<file path="src/rtl/sequenciador_varredura.sv">
// Channel scan sequencer: walks the set bits of a latched mask, holding each channel
// for dwell+1 cycles, and drives the address/enable of a 3-to-8 one-hot decoder.
module sequenciador_varredura #(
  parameter int DWELL_W = 8
) (
  input  logic               clk,
  input  logic               rst_n,
  input  logic               start,
  input  logic               stop,
  input  logic [7:0]         mask,
  input  logic [DWELL_W-1:0] dwell,
  input  logic               continuous,
  output logic [2:0]         A,
  output logic               E,
  output logic               busy,
  output logic               done
);

  localparam logic [0:0] S_IDLE   = 1'b0;
  localparam logic [0:0] S_ACTIVE = 1'b1;

  logic [0:0]         state_q, state_d;
  logic [2:0]         a_q, a_d;
  logic               e_q, e_d;
  logic               busy_q, busy_d;
  logic               done_q, done_d;
  logic               stop_pend_q, stop_pend_d;
  logic [DWELL_W-1:0] cnt_q, cnt_d;
  logic [7:0]         mask_q;
  logic [DWELL_W-1:0] dwell_q;
  logic               cont_q;

  logic               slot_end;
  logic [2:0]         nxt_ch;
  logic               wrap;

  function automatic logic [2:0] lowest_ch(input logic [7:0] m);
    logic [2:0] r;
    logic       found;
    r     = '0;
    found = 1'b0;
    for (int i = 0; i < 8; i++) begin
      if (m[i] && !found) begin
        r     = 3'(i);
        found = 1'b1;
      end
    end
    return r;
  endfunction

  // Circular search starting just above cur; offset 8 folds back onto cur itself,
  // so a single-channel mask reselects the same channel.
  function automatic logic [2:0] next_ch(input logic [7:0] m, input logic [2:0] cur);
    logic [2:0] r;
    logic [2:0] idx;
    logic       found;
    r     = cur;
    found = 1'b0;
    for (int i = 1; i <= 8; i++) begin
      idx = cur + 3'(i);
      if (m[idx] && !found) begin
        r     = idx;
        found = 1'b1;
      end
    end
    return r;
  endfunction

  assign slot_end = (cnt_q == dwell_q);
  assign nxt_ch   = next_ch(mask_q, a_q);
  assign wrap     = (nxt_ch <= a_q);

  always_comb begin
    state_d     = state_q;
    a_d         = a_q;
    e_d         = e_q;
    busy_d      = busy_q;
    done_d      = 1'b0;
    stop_pend_d = stop_pend_q;
    cnt_d       = cnt_q;
    case (state_q)
      S_IDLE: begin
        if (start) begin
          if (mask == 8'h00) begin
            done_d = 1'b1;
          end else begin
            state_d = S_ACTIVE;
            a_d     = lowest_ch(mask);
            e_d     = 1'b1;
            busy_d  = 1'b1;
            cnt_d   = '0;
          end
        end
      end
      default: begin
        stop_pend_d = stop_pend_q | stop;
        if (slot_end) begin
          // A stop arriving in the slot-end cycle itself still ends the scan here.
          if (stop_pend_q || stop || (wrap && !cont_q)) begin
            state_d     = S_IDLE;
            a_d         = '0;
            e_d         = 1'b0;
            busy_d      = 1'b0;
            done_d      = 1'b1;
            stop_pend_d = 1'b0;
            cnt_d       = '0;
          end else begin
            a_d   = nxt_ch;
            cnt_d = '0;
          end
        end else begin
          cnt_d = cnt_q + 1'b1;
        end
      end
    endcase
  end

  always_ff @(posedge clk or negedge rst_n) begin
    if (!rst_n) begin
      state_q     <= S_IDLE;
      a_q         <= '0;
      e_q         <= 1'b0;
      busy_q      <= 1'b0;
      done_q      <= 1'b0;
      stop_pend_q <= 1'b0;
      cnt_q       <= '0;
    end else begin
      state_q     <= state_d;
      a_q         <= a_d;
      e_q         <= e_d;
      busy_q      <= busy_d;
      done_q      <= done_d;
      stop_pend_q <= stop_pend_d;
      cnt_q       <= cnt_d;
    end
  end

  // Scan configuration is captured only when a start is accepted.
  always_ff @(posedge clk) begin
    if (state_q == S_IDLE && start) begin
      mask_q  <= mask;
      dwell_q <= dwell;
      cont_q  <= continuous;
    end
  end

  assign A    = a_q;
  assign E    = e_q;
  assign busy = busy_q;
  assign done = done_q;

endmodule

</file>
<file path="config.mk">
export PLATFORM = sky130hd
export DESIGN_NAME = sequenciador_varredura
export DESIGN_NICKNAME = d
export VERILOG_FILES = /design/src/rtl/sequenciador_varredura.sv
export SDC_FILE = /design/constraint.sdc
export NUM_CORES = 1
export LEC_CHECK = 0
export CAP_MARGIN = 20
export CORE_ASPECT_RATIO = 1.5
export CORE_UTILIZATION = 40
export DETAILED_ROUTE_END_ITERATION = 6
export PLACE_DENSITY_LB_ADDON = 0.08
export SLEW_MARGIN = 20
export SYNTH_ARGS = -nofsm -noshare
export SYNTH_HDL_FRONTEND = slang
export SYNTH_SLANG_ARGS = --single-unit
</file>
<file path="constraint.sdc">
create_clock -name clk -period 4.9 [get_ports clk]
set_input_delay 0.735 -clock clk [delete_from_list [all_inputs] [get_ports clk]]
set_output_delay 0.735 -clock clk [all_outputs]
set_load 0.02 [all_outputs]
</file>
Yosys cells after proc, flatten, opt, wreduce, memory -nomap -nowiden

Index checks and enable logic that the tools add are counted.

Add/sub/neg operators: 8
Reductions and logical operators: 38
Bitwise gates (word level): 2
Muxes and demuxes: 92
$lt $le $gt $ge: 9
Equality and inequality tests: 4

Operators with widths:

| operator                                            | count |
|---|---|
| two-way mux 1 bit                                   | 61 |
| two-way mux 3 bit                                   | 19 |
| < comparator 3 x 4 -> 1 bit (second input constant) | 8 |
| two-way mux 8 bit                                   | 4 |
| binary-select mux 1 bit (select 3 bit)              | 8 |
| logical AND 1 bit                                   | 16 |
| logical NOT 1 bit                                   | 15 |
| adder 3 bit (second input constant)                 | 4 |
| adder 8 x 1 -> 8 bit (second input constant)        | 1 |
| equality test 8 bit                                 | 1 |
| logical NOT 8 bit                                   | 1 |
| adder 3 x 2 -> 3 bit (second input constant)        | 2 |
| != test 2 x 1 -> 1 bit (second input constant)      | 2 |
| AND reduction 4 bit                                 | 1 |
| adder 3 x 1 -> 3 bit (second input constant)        | 1 |
| <= comparator 3 bit                                 | 1 |
| AND reduction 3 bit                                 | 1 |
| logical OR 1 bit                                    | 2 |
| != test 2 bit (second input constant)               | 1 |
| AND reduction 2 bit                                 | 1 |
| nonzero test 2 bit                                  | 1 |
| inverter 1 bit                                      | 1 |
| bitwise OR 1 bit                                    | 1 |

Logic and storage cells: 162
Bits of input ports: 21
Flip-flop bits (word level): 32
Output and inout port bits: 6

Logic depth before layout (Yosys ltp)

Depth in word-level cells: 46
Mapped depth: 21
Mapped depth without buffers: 17

Least setup slack after synthesis

No wires, ideal clock.

Path type: register to register
Start: reg a_q[0] (netlist: A[0])
End: reg busy_q (netlist: busy)
Data arrival time: 4.503 ns
Library setup time: 0.131 ns
Path buffers: 4
Stages on the path, launching flop included: 21
Required time: 4.769 ns
Path slack: 0.266 ns
Clock period less this slack: 4.634 ns
Cell sequence: dfrtp_1 -> buf_6 -> buf_2 -> buf_2 -> inv_1 -> ha_1 -> buf_2 -> mux2_1 -> mux2i_1 -> a221oi_2 -> or4_4 -> a221o_1 -> o21ai_2 -> inv_1 -> ha_1 -> nor2b_1 -> o21ai_0 -> a32oi_1 -> or2_2 -> a21boi_0 -> nor2_1

Longest elaborated chain between the ends: 30
Elaborated cells on any way between the ends: 57
Classes of those cells: add/sub (7); order compare (1); eq/ne (1); mux (31); reduce/logical (17)

RTL lines:

| element                                 | line | RTL |
|---|---|---|
| from (decl)                             | 23   | `logic [2:0] a_q, a_d;` |
| from (signal assigned)                  | 121  | `a_q <= '0;` |
| from (signal assigned)                  | 129  | `a_q <= a_d;` |
| adder 3 x 1 -> 3 bit                    | 60   | `idx = cur + 3'(i);` |
| binary-select mux 1 bit (select 3 bit)  | 61   | `if (m[idx] && !found) begin` |
| two-way mux 1 bit (not written as such) | 61   |  |
| two-way mux 1 bit                       | 61   |  |
| logical NOT 1 bit                       | 61   |  |
| logical AND 1 bit                       | 61   |  |
| two-way mux 1 bit                       | 61   |  |
| logical NOT 1 bit                       | 61   |  |
| (+14 left out)                          | n/a  |  |
| logical NOT 1 bit                       | 61   |  |
| logical AND 1 bit                       | 61   |  |
| two-way mux 3 bit                       | 61   |  |
| <= comparator 3 bit (*)                 | 71   | `assign wrap = (nxt_ch <= a_q);` |
| logical AND 1 bit (*)                   | 99   | `if (stop_pend_q \|\| stop \|\| (wrap && !cont_q)) begin` |
| logical OR 1 bit (*)                    | 99   |  |
| != test 2 x 1 -> 1 bit (no line) (*)    | n/a  |  |
| AND reduction 4 bit (no line) (*)       | n/a  |  |
| to (signal assigned)                    | 131  | `busy_q <= busy_d;` |
| to (decl)                               | 25   | `logic busy_q, busy_d;` |

Mark *: on every way between the ends. The rest lies on a longest branch, timed or not. The select of a mux whose other input is x is not followed.
A chain may end at the register's enable or synchronous reset.

Worst setup path in the final report

Start: reg a_q[0] (netlist: A[0])
End: reg a_q[2] (netlist: A[2])

Longest elaborated chain between the ends: 31
Elaborated cells on any way between the ends: 58
Classes of those cells: add/sub (7); order compare (1); mux (34); reduce/logical (16)

RTL lines:

| element                                 | line | RTL |
|---|---|---|
| adder 3 x 1 -> 3 bit                    | 60   |  |
| binary-select mux 1 bit (select 3 bit)  | 61   |  |
| two-way mux 1 bit (not written as such) | 61   |  |
| two-way mux 1 bit                       | 61   |  |
| logical NOT 1 bit                       | 61   |  |
| logical AND 1 bit                       | 61   |  |
| two-way mux 1 bit                       | 61   |  |
| logical NOT 1 bit                       | 61   |  |
| (+15 left out)                          | n/a  |  |
| logical AND 1 bit                       | 61   |  |
| two-way mux 3 bit                       | 61   |  |
| <= comparator 3 bit                     | 71   |  |
| logical AND 1 bit                       | 99   |  |
| logical OR 1 bit                        | 99   |  |
| two-way mux 3 bit (*)                   | 99   |  |
| two-way mux 3 bit (*)                   | 97   | `if (slot_end) begin` |
| two-way mux 3 bit (*)                   | 81   | `case (state_q)` |

Marked as above.

==> reports/results.tsv <==
stage	metric	value	unit
clock_tree	cts_setup_buffers	0	
yosys	yosysSeqAreaShare	0.347	
routing	antenna_left	0	
floorplanning	dieHeight	99.9	µm
worst_setup_path	cp.required	5.10	ns
yosys	synthArstFlopShare	0.469	
clock_tree	cts.repair.resized	0	
floorplanning	die_w	67.3	µm
worst_setup_path	crit_end	A[2]	
min_path	hp-class	reg -> reg	
clock_tree	numCtsBuffers	5	
worst_setup_path	reg2reg_depth	17	
worst_setup_path	crit_type	reg -> reg	
finish	nets	303	
routing	wl_met2	3670	µm
power	ir_drop	0.332	mV
sta	post-route-period-util	0.877	
clock_tree	clk_pin_slew_worst_paths	0.06	ns
place	port_buffers	26	
worst_setup_path	critPathLaunchType	register	
floorplanning	core_area	6170	µm²
clock_tree	clock_sinks	32	
yosys	syn-num-nets	274	
clock_tree	clock_latency	0.28	ns
sta	fmax	233	MHz
finish	diodes	0	
sta	rsz0062_at_grt	no	
status	status	completed	
worst_setup_path	rrSetupSlack	0.60	ns
global_route	grt_pass1_wl	10600	µm
floorplanning	pin_count	27	
global_route	grt_usage	0.213	
power	powerDensity	679	nW/µm²
global_route	grt_pass1_vias	2105	
worst_setup_path	critPathLaunch	A[0]	
global_route	antenna_found_initial	0	
sta	worst_slew_pin_slew	0.722	ns
global_route	gr-total-overflow	0	
sta	hold_viol	0	
global_route	grt_max_degree	32	
routing	highest_layer	met4	
yosys	syn_avg_cell_area	10.3	µm²
routing	wl_met3	147	µm
routing	wl_per_cell	18.2	µm
finish	layout_common_cells	26 x clkdlybuf4s50_1, 20 x nor2_1, 17 x edfxtp_1, 15 x dfrtp_1, 15 x nand2_1	
clock_tree	cts_root_buf	clkbuf_8	
place	place_congestion	0.803	
worst_setup_path	reg2reg_from	A[0]	
floorplanning	initial_utilization	0.414	
routing	viasPerCell	5.82	
floorplanning	fp-row-count	35	
clock_tree	cts_tree	done	
floorplanning	dieArea	6720	µm²
sta	fin_setup_tns	0	ns
finish	drive_above_1_share	0.137	
place	dp_hpwl	4910	µm
clock_tree	htreeDepth	2	
power	leakage	0.00111	µW
routing	dr.pass1.iters	4	
sta	period_minus_slack	4.30	ns
power	finalPower	2040	µW
sta	clock_skew	0.00218	ns
yosys	ys.flop_type	edfxtp_1	
clock_tree	cts_buffer_depth	2	
yosys	ys_warn_count	0	
worst_setup_path	cp_max_fo	19	
routing	vias	2044	
sta	relSlewSlack	0.517	
yosys	synth_cell_types	61	
routing	met1_length	2420	µm
yosys	ys_seq_elements	32	
sta	setup_viol	0	
finish	area_growth	17.3	%
worst_setup_path	endpoint_kind	register	
clock_tree	hold_buffers	0	
worst_setup_path	reg2reg_to	A[2]	
yosys	syn_inst	247	
routing	dr.first_iter.drc_count	92	
finish	final_common_cell	clkdlybuf4s50_1	
flow_run	maxCapViolations	0	
yosys	synth_edf_count	17	
routing	routed_wl	6400	µm
worst_setup_path	cp.arrival	4.50	ns
routing	drcViolationCount	0	
sta	finalMaxSlewViolations	0	
yosys	syn_area	2560	µm²
==> cell type report <==
cell class | instances | area (µm²)
clock buffers | 8 | 90.1
fillers | 576 | 3180
inverters | 10 | 37.5
multi-input cells | 193 | 1570
flip-flops and latches | 32 | 886
well taps | 74 | 92.6
repair buffers | 34 | 320
==> through the flow <==
step / cell area (µm²) / std cells / hold slack [ns] / setup slack (ns) / util
2_1_floorplan: 2560 / 247 / 0.439 / 0.266 / -
3_3_place_gp: 2910 / 343 / 0.493 / 0.659 / 0.471
3_5_place_dp: 2910 / 343 / 0.508 / 0.643 / 0.471
4_1_cts: 3000 / 351 / 0.522 / 0.616 / 0.486
5_1_grt: 3000 / 351 / 0.569 / 0.300 / 0.486
6_report: 3000 / 351 / 0.516 / 0.602 / 0.486
==> metal layers <==
layer	vias up	global-route usage
li1	1003	-
met1	987	0.221
met2	42	0.412
met3	12	0.0250
met4	0	0.0867
met5	-	0
==> sequential cells by signal (all words and copies together), names as in the netlist <==
signal       count
cnt_q            8
mask_q           8
dwell_q          8
done             1
state_q          1
A                3
stop_pend_q      1
cont_q           1
busy             1
==> logic make-up (layout without fill, tap and decap cells) <==
logic type / after synthesis / count (layout) / share of synthesized area
flops: 32 / 32 / 0.347
fa+ha+maj: 6 / 6 / 0.0294
compound gates: 63 / 63 / 0.189
mux: 32 / 32 / 0.182
xor+xnor: 13 / 13 / 0.0548
simple gates: 79 / 79 / 0.158
buf+inv: 22 / 52 / 0.0411
==> synth_stat cells, types with 3 or more instances <==
library cell / n / area [µm²]
a21oi_1: 9 / 45.0
a221oi_2: 3 / 45.0
a31oi_1: 3 / 18.8
and3_1: 4 / 25.0
buf_2: 3 / 15.0
clkbuf_1: 6 / 22.5
dfrtp_1: 15 / 375
edfxtp_1: 17 / 510
ha_1: 6 / 75.1
inv_1: 10 / 37.5
mux2_1: 10 / 113
mux2i_1: 10 / 100
mux4_2: 7 / 158
nand2_1: 15 / 56.3
nand2b_1: 6 / 37.5
nand3_1: 6 / 30.0
nor2_1: 20 / 75.1
nor2b_1: 4 / 25.0
nor3_1: 8 / 40.0
nor4_1: 3 / 18.8
o21ai_0: 6 / 30.0
o21ai_1: 9 / 45.0
o21bai_1: 5 / 37.5
or3_1: 3 / 18.8
xnor2_1: 9 / 78.8
==> worst max-delay path, cell delays in order (launching register included) <==
cell and delay, ns:
dfrtp_1 0.34, inv_1 0.08, ha_1 0.72, mux2_1 0.40, mux2i_1 0.19, a221oi_2 0.13
or4_4 0.57, a221o_1 0.29, o21ai_2 0.08, inv_1 0.06, ha_1 0.28, nor2b_1 0.12
o21ai_0 0.08, a32oi_1 0.19, o211a_1 0.25, o311ai_1 0.12, a21oi_1 0.15, a2bb2oi_1 0.18
==> worst min path at each step <==
stage	startpoint	cells past startpoint	end
global route	cnt_q[3]	1	cnt_q[3]
floorplan	rst_n	0	A[0]
detailed placement	stop_pend_q	2	stop_pend_q
CTS	stop_pend_q	2	stop_pend_q
global placement	stop_pend_q	2	stop_pend_q
finish	stop_pend_q	2	stop_pend_q
==> power breakdown <==
group	switching (µW)	internal (µW)
Sequential	69.2	335
Clock	91.4	114
Combinational	783	643
Power figures use the tool's default switching activity.
